--- src/rtl/stream_demux_1_4.sv ---
// -----------------------------------------------------------------------------
// stream_demux_1_4
//
// Purpose:
//   Routes a single valid/ready input stream to one of four output channels.
//   Each channel is a one-entry skid stage: a holding register plus a full
//   flag. Backpressure is evaluated per channel, so a stalled consumer only
//   blocks words addressed to that channel. Each channel also keeps a
//   free-running 8-bit count of delivered words.
//
// Ports:
//   clk        - single clock, all state updates on the rising edge
//   rst        - asynchronous active-high reset
//   in_valid   - upstream word present
//   in_ready   - word accepted this cycle when in_valid is also high
//   in_sel     - destination channel (0..3) of the current input word
//   in_data    - input word (WIDTH bits)
//   out_valid  - bit k high: channel k holds a word
//   out_ready  - bit k high: channel k consumer takes the word
//   out_data0..out_data3 - holding register contents per channel
//   cnt0..cnt3 - words delivered per channel, wraps 255 -> 0
// -----------------------------------------------------------------------------
module stream_demux_1_4 #(
    parameter int WIDTH = 4
) (
    input  logic             clk,
    input  logic             rst,
    input  logic             in_valid,
    output logic             in_ready,
    input  logic [1:0]       in_sel,
    input  logic [WIDTH-1:0] in_data,
    output logic [3:0]       out_valid,
    input  logic [3:0]       out_ready,
    output logic [WIDTH-1:0] out_data0,
    output logic [WIDTH-1:0] out_data1,
    output logic [WIDTH-1:0] out_data2,
    output logic [WIDTH-1:0] out_data3,
    output logic [7:0]       cnt0,
    output logic [7:0]       cnt1,
    output logic [7:0]       cnt2,
    output logic [7:0]       cnt3
);

    // Per-channel state: full flag (EMPTY=0 / FULL=1), holding word, counter.
    logic [3:0]       full_q;
    logic [3:0]       full_d;
    logic [WIDTH-1:0] data_q [4];
    logic [WIDTH-1:0] data_d [4];
    logic [7:0]       cnt_q  [4];
    logic [7:0]       cnt_d  [4];

    // Handshake qualifiers
    logic             in_ready_s;
    logic             accept_s;
    logic [3:0]       push_s;
    logic [3:0]       pop_s;

    // Input handshake: ready depends only on the addressed channel, so a
    // stalled channel never blocks traffic for the others.
    always_comb begin
        in_ready_s = (~full_q[in_sel]) | out_ready[in_sel];
        accept_s   = in_valid & in_ready_s;
    end

    // Per-channel push/pop decode.
    always_comb begin
        push_s = 4'b0000;
        pop_s  = 4'b0000;
        for (int k = 0; k < 4; k++) begin
            if (accept_s && (in_sel == 2'(k))) begin
                push_s[k] = 1'b1;
            end else begin
                push_s[k] = 1'b0;
            end
            pop_s[k] = full_q[k] & out_ready[k];
        end
    end

    // Next-state for the full flags, holding registers and counters.
    // A push wins over a pop so a simultaneous pop+push keeps the channel
    // full and loads the new word with no bubble.
    always_comb begin
        full_d = full_q;
        for (int k = 0; k < 4; k++) begin
            data_d[k] = data_q[k];
            cnt_d[k]  = cnt_q[k];
            if (push_s[k]) begin
                full_d[k] = 1'b1;
                data_d[k] = in_data;
            end else if (pop_s[k]) begin
                full_d[k] = 1'b0;
            end else begin
                full_d[k] = full_q[k];
            end
            if (pop_s[k]) begin
                cnt_d[k] = cnt_q[k] + 8'd1;
            end else begin
                cnt_d[k] = cnt_q[k];
            end
        end
    end

    // State registers with asynchronous clear of every flag, word and count.
    always_ff @(posedge clk or posedge rst) begin
        if (rst) begin
            full_q <= 4'b0000;
            for (int k = 0; k < 4; k++) begin
                data_q[k] <= {WIDTH{1'b0}};
                cnt_q[k]  <= 8'd0;
            end
        end else begin
            full_q <= full_d;
            for (int k = 0; k < 4; k++) begin
                data_q[k] <= data_d[k];
                cnt_q[k]  <= cnt_d[k];
            end
        end
    end

    // Output mapping: everything except in_ready comes straight from flops.
    always_comb begin
        in_ready  = in_ready_s;
        out_valid = full_q;
        out_data0 = data_q[0];
        out_data1 = data_q[1];
        out_data2 = data_q[2];
        out_data3 = data_q[3];
        cnt0      = cnt_q[0];
        cnt1      = cnt_q[1];
        cnt2      = cnt_q[2];
        cnt3      = cnt_q[3];
    end

endmodule

--- config.mk ---
export PLATFORM = sky130hd
export DESIGN_NAME = stream_demux_1_4
export DESIGN_NICKNAME = d
export VERILOG_FILES = /design/src/rtl/stream_demux_1_4.sv
export SDC_FILE = /design/constraint.sdc
export NUM_CORES = 1
export LEC_CHECK = 0
export CAP_MARGIN = 20
export CORE_ASPECT_RATIO = 0.75
export CORE_MARGIN = 1.5
export CORE_UTILIZATION = 41
export DETAILED_ROUTE_END_ITERATION = 16
export GPL_ROUTABILITY_DRIVEN = 0
export GPL_TIMING_DRIVEN = 0
export PLACE_DENSITY = 0.72
export SLEW_MARGIN = 5
export SYNTH_ARGS = -nofsm -noshare
export SYNTH_HDL_FRONTEND = slang
export SYNTH_SLANG_ARGS = --single-unit
--- constraint.sdc ---
create_clock -name clk -period 1.5 [get_ports clk]
set_input_delay 0.3 -clock clk [delete_from_list [all_inputs] [get_ports clk]]
set_output_delay 0.3 -clock clk [all_outputs]
set_load 0.02 [all_outputs]
==> impl_metrics.py, run 1 <==
metrics = {
    "outcome": {
        "status": "finished with violations",
        "violations": "negative setup slack",
    },
    "sta": {
        "max_slew_margin": 0.743,
        "max_freq_mhz": 587,
        "drv_slew": 0,
        "final.setup.tns_ps": -204,
        "period_needed_ps": 1700,
        "worst_slack_ps": -204,
        "worstMarginPinSlew_ps": 384,
        "setup_violations": 1,
        "clock_skew_ps": 4.68,
        "holdWs_ps": 329,
        "fin_crit_sh": 1.14,
        "rsz0062_at_grt": "yes",
        "final_hold_viol_count": 0,
    },
    "die": {
        "rows": 22,
        "die_w_um": 87.9,
        "io_pins": 66,
        "die_y_um": 66.7,
        "die-area_mm2": 0.00587,
        "core_area_mm2": 0.00504,
        "initial_utilization": 0.440,
    },
    "logic_synthesis": {
        "synth-compound-area-share": 0.00226,
        "synth_seq_cells": 52,
        "synth_top_family_by_area": "simple AND/OR/NAND/NOR gates",
        "synth_area_leaders": "dfrtp_1 (59%), xnor2_1 (10%), mux2_2 (8.1%)",
        "yosysWarnings": 0,
        "synth_nets": 181,
        "yosysUniqueCellTypes": 23,
        "netlist_area_mm2": 0.00222,
        "synth-simple-area-share": 0.151,
        "synth_xor_xnor_area_share": 0.111,
        "synth.avg_cell_area_um2": 13.5,
        "synth_cells": 164,
        "post-synth-top-area-fraction": 0.587,
        "synth_seq_area_share": 0.587,
        "synth_top_cell_by_area": "dfrtp_1",
        "muxShareOfSynthArea": 0.120,
        "synth_adder_area_share": 0.0226,
    },
    "drt": {
        "firstDrtPassIters": 4,
        "viasPerCell": 4.79,
        "post_drt_wl_per_cell_um": 13.7,
        "drtIter0Drc": 61,
        "drc": 0,
        "vias": 1513,
        "antenna_left": 0,
        "wl_um": 4340,
    },
    "clock_tree": {
        "cts_tree": "yes",
        "clk_latency_ps": 300,
        "cts.path.max_buffers": 2,
        "clk_pin_slew_ps": 90,
        "numClockSinks": 52,
        "cts_made_buffers": 5,
        "cts_root_buf": "clkbuf_8",
        "h-tree-depth": 2,
    },
    "grt": {
        "grt_max_degree": 37,
        "grt_usage": 0.165,
        "grt_pass1_vias": 1468,
        "grt_overflow": 0,
        "grt_antenna_before_repair": 0,
        "grt_pass1_wl_um": 7260,
    },
    "cells_and_area": {
        "drive_gt1_frac": 0.197,
        "utilization": 0.614,
        "layout_commonest_cell": "dlygate4sd2_1",
        "num-fill-cells": 437,
        "layout_common_cells": "dlygate4sd2_1 (56), dfrtp_1 (49), xnor2_1 (26)",
        "layout.nets": 260,
        "area_growth_pct": 39.4,
        "diodes": 0,
    },
    "critical_path": {
        "slowest_delay_ps": 470,
        "r2r_cells": 3,
        "reg2reg_from": "out_valid[2]",
        "regToRegEndpoint": "out_data2[0]",
        "critPathTopFamily": "multiplexers",
        "cp.depth": 4,
        "worstSetupStartpointType": "primary input",
        "crit_path_start": "out_ready[1]",
        "crit_path_end_kind": "primary output",
        "worstPathArrival_ps": 1400,
        "crit_slowest_cell": "mux4_2",
        "crit_fanout": 5,
        "r2r_slack_ps": 230,
        "worstPathBufferInverterCount": 2,
        "path_cells": "dlygate4sd2_1 -> nand2b_1 -> mux4_2 -> buf_6",
        "worstPathRequired_ps": 1200,
        "setup.worst_path.class": "in2out",
        "critPathCapture": "in_ready",
    },
    "run": {
        "max-cap-violations": 0,
    },
    "placed_design": {
        "dpl.hpwl_um": 3170,
        "port_buffers": 65,
    },
    "pwr": {
        "p_per_area_mw_per_mm2": 1440,
        "peakVddDrop_v": 0.000769,
        "leakage_nw": 1.52,
    },
    "hold_path": {
        "hold_path_class": "in2async",
    },
}
[cells in the mapped netlist]
cell type  instances
and3_1             8
mux2_4             4
nand2b_1           4
nor3_1             1
nor2b_2            1
nand2_1           16
nand3_1            7
nor2_1             1
and4_1             4
nor2b_4            1
xnor2_1           26
nand3_2            1
nor3b_4            1
buf_6              1
mux4_1             1
inv_1              1
nand4_1           10
mux2_2            16
ha_1               4
xor2_1             2
dfrtp_1           52
o21ai_0            1
nand3b_1           1
[cell families after synthesis]
kind of cell             after synthesis
AO/OA/AOI/OAI                          1
XOR/XNOR                              28
adder cells (fa/ha/maj)                4
buffers and inverters                  2
flip-flops                            52
multiplexers                          21
AND/OR/NAND/NOR                       56
[per-stage QoR]
stage	std cells	area, um^2	setup WS (ps)	total power, mW
floorplan	164	2220	67.8	2.92
global placement	301	2960	-860	3.76
detailed placement	302	2980	-864	3.80
CTS	313	3070	-215	4.50
global route	316	3090	-233	4.75
finish	316	3090	-204	4.46
[layout make-up]
type | count | area [um^2] | area share
multi-input cells | 110 | 921 | 0.298
clock buffers | 6 | 72.6 | 0.0235
flip-flops and latches | 52 | 1310 | 0.422
plain buffers | 1 | 11.3 | 0.00364
well taps | 72 | 90.1 | 0.0291
clock inverters | 2 | 35.0 | 0.0113
repair buffers | 72 | 649 | 0.210
inverters | 1 | 7.51 | 0.00243
[repair_timing]
| item | 4_1_cts | 5_1_grt |
|---|---|---|
| setup endpoints to repair | 53 | 5 |
| setup buffers | 3 | 3 |
| resized for setup | 69 | 2 |
| hold buffers | 0 | 0 |
| pin swaps | 0 | 1 |
[per-layer routing]
layer,global-route usage,share of wire,up-vias
met5,0,0,-
met4,0.0417,0.0083,0
met3,0.0582,0.078,7
met2,0.229,0.42,44
met1,0.241,0.49,726
li1,-,-,736
[state kept, by name (all words and copies together) (netlist names)]
name and flops:
cnt1 8, out_data1 4, out_valid 4, out_data0 4, cnt2 8, cnt0 8, cnt3 8, out_data2 4
out_data3 4
[where the power goes]
group / leakage, nW / internal [mW] / switching (mW)
Clock: 0.0552 / 0.495 / 0.431
Combinational: 0.809 / 0.680 / 0.782
Sequential: 0.657 / 1.73 / 0.346
Total: 1.52 / 2.91 / 1.56
[worst min-delay path by stage]
stage	to	depth (start not counted)
after CTS	cnt0[7]	2
after floorplan	cnt0[0]	1
after detailed placement	cnt0[7]	1
after global routing	cnt0[7]	2
final	cnt2[6]	2
after global placement	cnt0[7]	1
Power figures use the tool's default switching activity.
==> inputs of run 2 (changes only) <==
--- a/config.mk
+++ b/config.mk
@@ -10,9 +10,11 @@
 export CORE_MARGIN = 1.5
 export CORE_UTILIZATION = 41
 export DETAILED_ROUTE_END_ITERATION = 16
+export DONT_BUFFER_PORTS = 1
 export GPL_ROUTABILITY_DRIVEN = 0
 export GPL_TIMING_DRIVEN = 0
-export PLACE_DENSITY = 0.72
+export PLACE_DENSITY = 0.55
+export SKIP_CTS_REPAIR_TIMING = 1
 export SLEW_MARGIN = 5
 export SYNTH_ARGS = -nofsm -noshare
 export SYNTH_HDL_FRONTEND = slang
==> run 2 against run 1 <==
Net effect:
- the flow still finishes with violations (negative setup slack)
- hold slack got worse by 220 ps
- sequential power rose by 23%
- maximum frequency barely moved
- clock skew rose by 0.51 ps
- cell count fell by 22%
- setup slack got worse by 0.57 ps
- combinational power fell by 63%
- design area fell by 19%
- via count fell by 16%
==> impl_metrics.py, run 2 (synthesis results as in run 1) <==
metrics = {
    "outcome": {
        "status": "finished with violations",
        "violations": "negative setup slack",
    },
    "drt": {
        "drc": 0,
        "wl_um": 3990,
        "drtIter0Drc": 48,
        "firstDrtPassIters": 4,
        "vias": 1275,
        "post_drt_wl_per_cell_um": 16.2,
        "antenna_left": 0,
        "wl_met3_um": 324,
        "dr_wl_met2_um": 1850,
        "viasPerCell": 5.16,
        "wl_met1_um": 1790,
        "top_layer": "met4",
    },
    "grt": {
        "grt_max_degree": 53,
        "grt_usage": 0.146,
        "grt_pass1_vias": 1339,
        "grt_antenna_before_repair": 0,
        "grt_pass1_wl_um": 6390,
        "grt_overflow": 0,
    },
    "critical_path": {
        "path_cells": "nand2b_4 -> mux4_2",
        "setup.worst_path.class": "reg2out",
        "slowest_delay_ps": 550,
        "r2r_cells": 4,
        "crit_slowest_cell": "mux4_2",
        "worstPathArrival_ps": 1400,
        "reg2reg_from": "cnt3[0]",
        "regToRegEndpoint": "cnt3[6]",
        "r2r_slack_ps": 110,
        "crit_fanout": 5,
        "crit_path_end_kind": "primary output",
        "worstPathRequired_ps": 1200,
        "worstSetupStartpointType": "flop",
    },
    "cells_and_area": {
        "num-fill-cells": 446,
        "area_growth_pct": 12.5,
        "seqCellArea_mm2": 0.00131,
        "diodes": 0,
        "layout_common_cells": "dfrtp_1 (48), xnor2_1 (26), nand2_1 (16), mux2_2 (16), nand4_1 (10)",
        "drive_gt1_frac": 0.251,
        "layout.nets": 191,
        "layout_commonest_cell": "dfrtp_1",
        "multi_input_area_um2": 928,
        "utilization": 0.496,
    },
    "sta": {
        "max_slew_margin": 0.554,
        "drv_slew": 0,
        "fin_crit_sh": 1.14,
        "setup_violations": 1,
        "holdWs_ps": 108,
        "worstMarginPinSlew_ps": 668,
        "max_freq_mhz": 587,
        "period_needed_ps": 1700,
        "final_hold_viol_count": 0,
        "rsz0062_at_grt": "yes",
        "worst_slack_ps": -204,
        "clock_skew_ps": 5.19,
    },
    "run": {
        "max-cap-violations": 0,
    },
    "pwr": {
        "p_per_area_mw_per_mm2": 1610,
        "swShare": 0.364,
        "p_comb_frac": 0.136,
        "leakage_nw": 1.10,
        "peakVddDrop_v": 0.000766,
        "power.share.clock": 0.230,
        "seqPwrFrac": 0.634,
        "p_sw_mw": 1.47,
        "p_int_mw": 2.56,
    },
    "die": {
        "die_y_um": 66.7,
        "core_area_mm2": 0.00504,
        "rows": 22,
        "initial_utilization": 0.440,
        "die_w_um": 87.9,
        "io_pins": 66,
        "die-area_mm2": 0.00587,
    },
    "placed_design": {
        "dp_slack_ps": -45.6,
        "dpl.hpwl_um": 2950,
        "port_buffers": 0,
    },
    "clock_tree": {
        "h-tree-depth": 2,
        "cts_made_buffers": 5,
        "numClockSinks": 52,
        "clk_pin_slew_ps": 90,
        "cts.path.max_buffers": 2,
        "clk_latency_ps": 300,
        "cts_root_buf": "clkbuf_8",
        "cts_tree": "yes",
    },
    "hold_path": {
        "holdPathEnd": "out_valid[2]",
        "worstHoldPathCells": 1,
        "hold_path_class": "in2reg",
        "holdCritStartpoint": "in_sel[0]",
    },
}
run 2: worst max-delay path: cells and delay by family, from the launching register on:
family / cells / cell delay, ps
flip-flops: 1 / 480
AND/OR/NAND/NOR: 1 / 70
multiplexers: 1 / 550
run 2: cell type report:
class,count,area share
Clock inverter,2,0.0140
Sequential cell,52,0.523
Clock buffer,6,0.0291
Buffer,1,0.00451
Inverter,1,0.00301
Multi-Input combinational cell,110,0.372
Tap cell,72,0.0361
Timing Repair Buffer,3,0.0180
run 2: through the flow:
stage / setup TNS, ps / instances / area [um^2] / power [mW]
floorplan: 0 / 164 / 2220 / 2.92
global placement: -34.4 / 236 / 2310 / 3.07
detailed placement: -45.6 / 236 / 2310 / 3.12
CTS: -385 / 244 / 2420 / 4.07
global route: -254 / 247 / 2500 / 4.27
finish: -204 / 247 / 2500 / 4.03
run 2: layer usage:
| metal | global-route usage | up-vias |
|---|---|---|
| li1 | - | 593 |
| met1 | 0.180 | 641 |
| met2 | 0.228 | 37 |
| met3 | 0.0632 | 4 |
| met4 | 0.0476 | 0 |
| met5 | 0 | - |
run 2: worst max path at each step:
| stage | start | endpoint | slack, ps | depth (start not counted) |
|---|---|---|---|---|
| floorplan | out_valid[3] | in_ready | 70 | 2 |
| detailed placement | out_valid[3] | in_ready | -50 | 2 |
| CTS | out_valid[3] | in_ready | -380 | 2 |
| global placement | out_valid[3] | in_ready | -30 | 2 |
| finish | out_valid[3] | in_ready | -200 | 2 |
| global route | out_valid[1] | in_ready | -250 | 2 |
run 2: power by group through the flow:
stage          Combinational [mW]  Sequential (mW)  Clock [mW]
6_report                    0.547             2.55       0.927
5_1_grt                     0.628             2.62        1.02
4_1_cts                     0.546             2.55       0.966
3_5_place_dp                0.542             2.58           0
3_3_place_gp                0.512             2.56           0
2_1_floorplan               0.462             2.46           0
==> inputs of run 3 (changes only) <==
--- a/config.mk
+++ b/config.mk
@@ -6,16 +6,16 @@
 export NUM_CORES = 1
 export LEC_CHECK = 0
 export CAP_MARGIN = 20
-export CORE_ASPECT_RATIO = 0.75
+export CELL_PAD_IN_SITES_DETAIL_PLACEMENT = 1
+export CELL_PAD_IN_SITES_GLOBAL_PLACEMENT = 1
 export CORE_MARGIN = 1.5
 export CORE_UTILIZATION = 41
 export DETAILED_ROUTE_END_ITERATION = 16
 export DONT_BUFFER_PORTS = 1
 export GPL_ROUTABILITY_DRIVEN = 0
 export GPL_TIMING_DRIVEN = 0
-export PLACE_DENSITY = 0.55
+export PLACE_DENSITY = 0.67
 export SKIP_CTS_REPAIR_TIMING = 1
-export SLEW_MARGIN = 5
 export SYNTH_ARGS = -nofsm -noshare
 export SYNTH_HDL_FRONTEND = slang
 export SYNTH_SLANG_ARGS = --single-unit
==> run 3 against run 2 <==
Net effect:
- the flow still finishes with violations (negative setup slack)
- critical endpoint unchanged
- sequential power hardly changed
- design area is 1.0% lower
- global-route usage is 0.94 points higher
- critical path depth stayed put
==> impl_metrics.py, run 3 (synthesis results as in run 1) <==
metrics = {
    "outcome": {
        "status": "finished with violations",
        "violations": "negative setup slack",
    },
    "sta": {
        "final_hold_viol_count": 0,
        "fin_crit_sh": 1.15,
        "worstMarginPinSlew_ps": 359,
        "max_freq_mhz": 579,
        "worst_slack_ps": -228,
        "period_needed_ps": 1730,
        "max_slew_margin": 0.761,
        "setup_violations": 1,
        "drv_slew": 0,
        "clock_skew_ps": 6.82,
        "holdWs_ps": 123,
        "rsz0062_at_grt": "yes",
    },
    "grt": {
        "grt_usage": 0.155,
        "grt_use_met1": 0.172,
        "top_usage_layer": "met2",
        "grt_overflow": 0,
        "met3_usage": 0.0778,
        "grtUsageMet2": 0.255,
        "grt_antenna_before_repair": 0,
        "grt_max_degree": 53,
        "grt_pass1_vias": 1394,
        "grt_pass1_wl_um": 7110,
    },
    "clock_tree": {
        "cts_made_buffers": 5,
        "h-tree-depth": 2,
        "cts.path.max_buffers": 2,
        "clk_latency_ps": 290,
        "cts_tree": "yes",
        "numClockSinks": 52,
        "cts_root_buf": "clkbuf_8",
        "clk_pin_slew_ps": 80,
    },
    "pwr": {
        "p_sw_mw": 1.46,
        "p_int_mw": 2.40,
        "leakage_nw": 1.09,
        "swShare": 0.379,
        "power.share.clock": 0.188,
        "seqPwrFrac": 0.663,
        "peakVddDrop_v": 0.000750,
        "p_per_area_mw_per_mm2": 1560,
        "p_comb_frac": 0.149,
    },
    "die": {
        "rows": 26,
        "die-area_mm2": 0.00586,
        "io_pins": 66,
        "initial_utilization": 0.429,
        "die_w_um": 76.6,
        "core_area_mm2": 0.00517,
        "die_y_um": 76.6,
    },
    "critical_path": {
        "crit_path_end_kind": "primary output",
        "r2r_cells": 4,
        "worstPathArrival_ps": 1430,
        "crit_fanout": 5,
        "worstPathRequired_ps": 1200,
        "crit_slowest_cell": "mux4_2",
        "path_cells": "nand2b_4 -> mux4_2",
        "slowest_delay_ps": 570,
        "worstPathBufferInverterCount": 0,
        "cp.depth": 2,
        "setup.worst_path.class": "reg2out",
        "worstSetupStartpointType": "flop",
        "critPathTopFamily": "multiplexers",
    },
    "cells_and_area": {
        "multi_input_area_um2": 943,
        "seqCellArea_mm2": 0.00131,
        "fin_cells": 244,
        "layout_commonest_cell": "dfrtp_1",
        "layout.nets": 191,
        "layout_common_cells": "dfrtp_1 (48), xnor2_1 (26), nand2_1 (16)",
        "fin_area_mm2": 0.00247,
        "area_growth_pct": 11.4,
        "diodes": 0,
        "drive_gt1_frac": 0.247,
        "num-fill-cells": 521,
    },
    "drt": {
        "drtIter0Drc": 30,
        "post_drt_wl_per_cell_um": 17.9,
        "viasPerCell": 5.32,
        "firstDrtPassIters": 2,
        "antenna_left": 0,
        "wl_um": 4370,
        "vias": 1298,
        "drc": 0,
    },
    "placed_design": {
        "placed_cell_area_mm2": 0.00231,
        "dp.cells": 234,
        "port_buffers": 0,
        "dpl.hpwl_um": 3240,
    },
    "hold_path": {
        "worstHoldPathCells": 2,
        "hold_path_class": "in2reg",
    },
    "run": {
        "max-cap-violations": 0,
    },
}
run 3: power by group through the flow:
stage          logic, mW  clock network [mW]  registers [mW]
2_1_floorplan      0.462                   0            2.46
3_3_place_gp       0.507                   0            2.56
3_5_place_dp       0.558                   0            2.59
4_1_cts            0.560               0.763            2.56
5_1_grt            0.658               0.810            2.62
6_report           0.575               0.727            2.56
run 3: worst reg2reg max path, stage by stage, from the launching register on:
cell	delay, ps
dfrtp_2	500
nand2b_4	100
buf_4	100
nor3b_4	310
mux2_4	330
run 3: through the flow:
| stage | setup WS [ps] | power, mW | util | setup TNS (ps) |
|---|---|---|---|---|
| floorplan | 67.8 | 2.92 | - | 0 |
| global route | -283 | 4.09 | 0.478 | -393 |
| finish | -228 | 3.86 | 0.478 | -228 |
| detailed placement | -58.7 | 3.14 | 0.446 | -58.7 |
| CTS | -399 | 3.88 | 0.461 | -399 |
| global placement | -57.6 | 3.06 | 0.446 | -57.6 |
run 3: path summary, 6_finish.rpt:
path                                end         start  slack [ps]
hold reg to reg                 cnt3[7]       cnt3[7]         620
setup / recovery               in_ready  out_valid[3]        -230
max in group asynchronous  out_valid[3]           rst         570
hold / removal             out_valid[1]     in_sel[0]         120
setup reg to reg           out_data2[0]  out_valid[2]          50
min in group asynchronous       cnt1[5]           rst         430
run 3: routing by layer:
layer,part of all wire,vias up
met5,0,-
met4,0.017,0
met3,0.085,7
met2,0.50,46
met1,0.40,652
li1,-,593
run 3: area by class of cell:
class	instances	area share
flip-flops and latches	52	0.529
repair buffers	3	0.0152
plain buffers	1	0.00456
well taps	70	0.0354
inverters	1	0.00304
multi-input cells	110	0.382
clock inverters	1	0.00203
clock buffers	6	0.0294
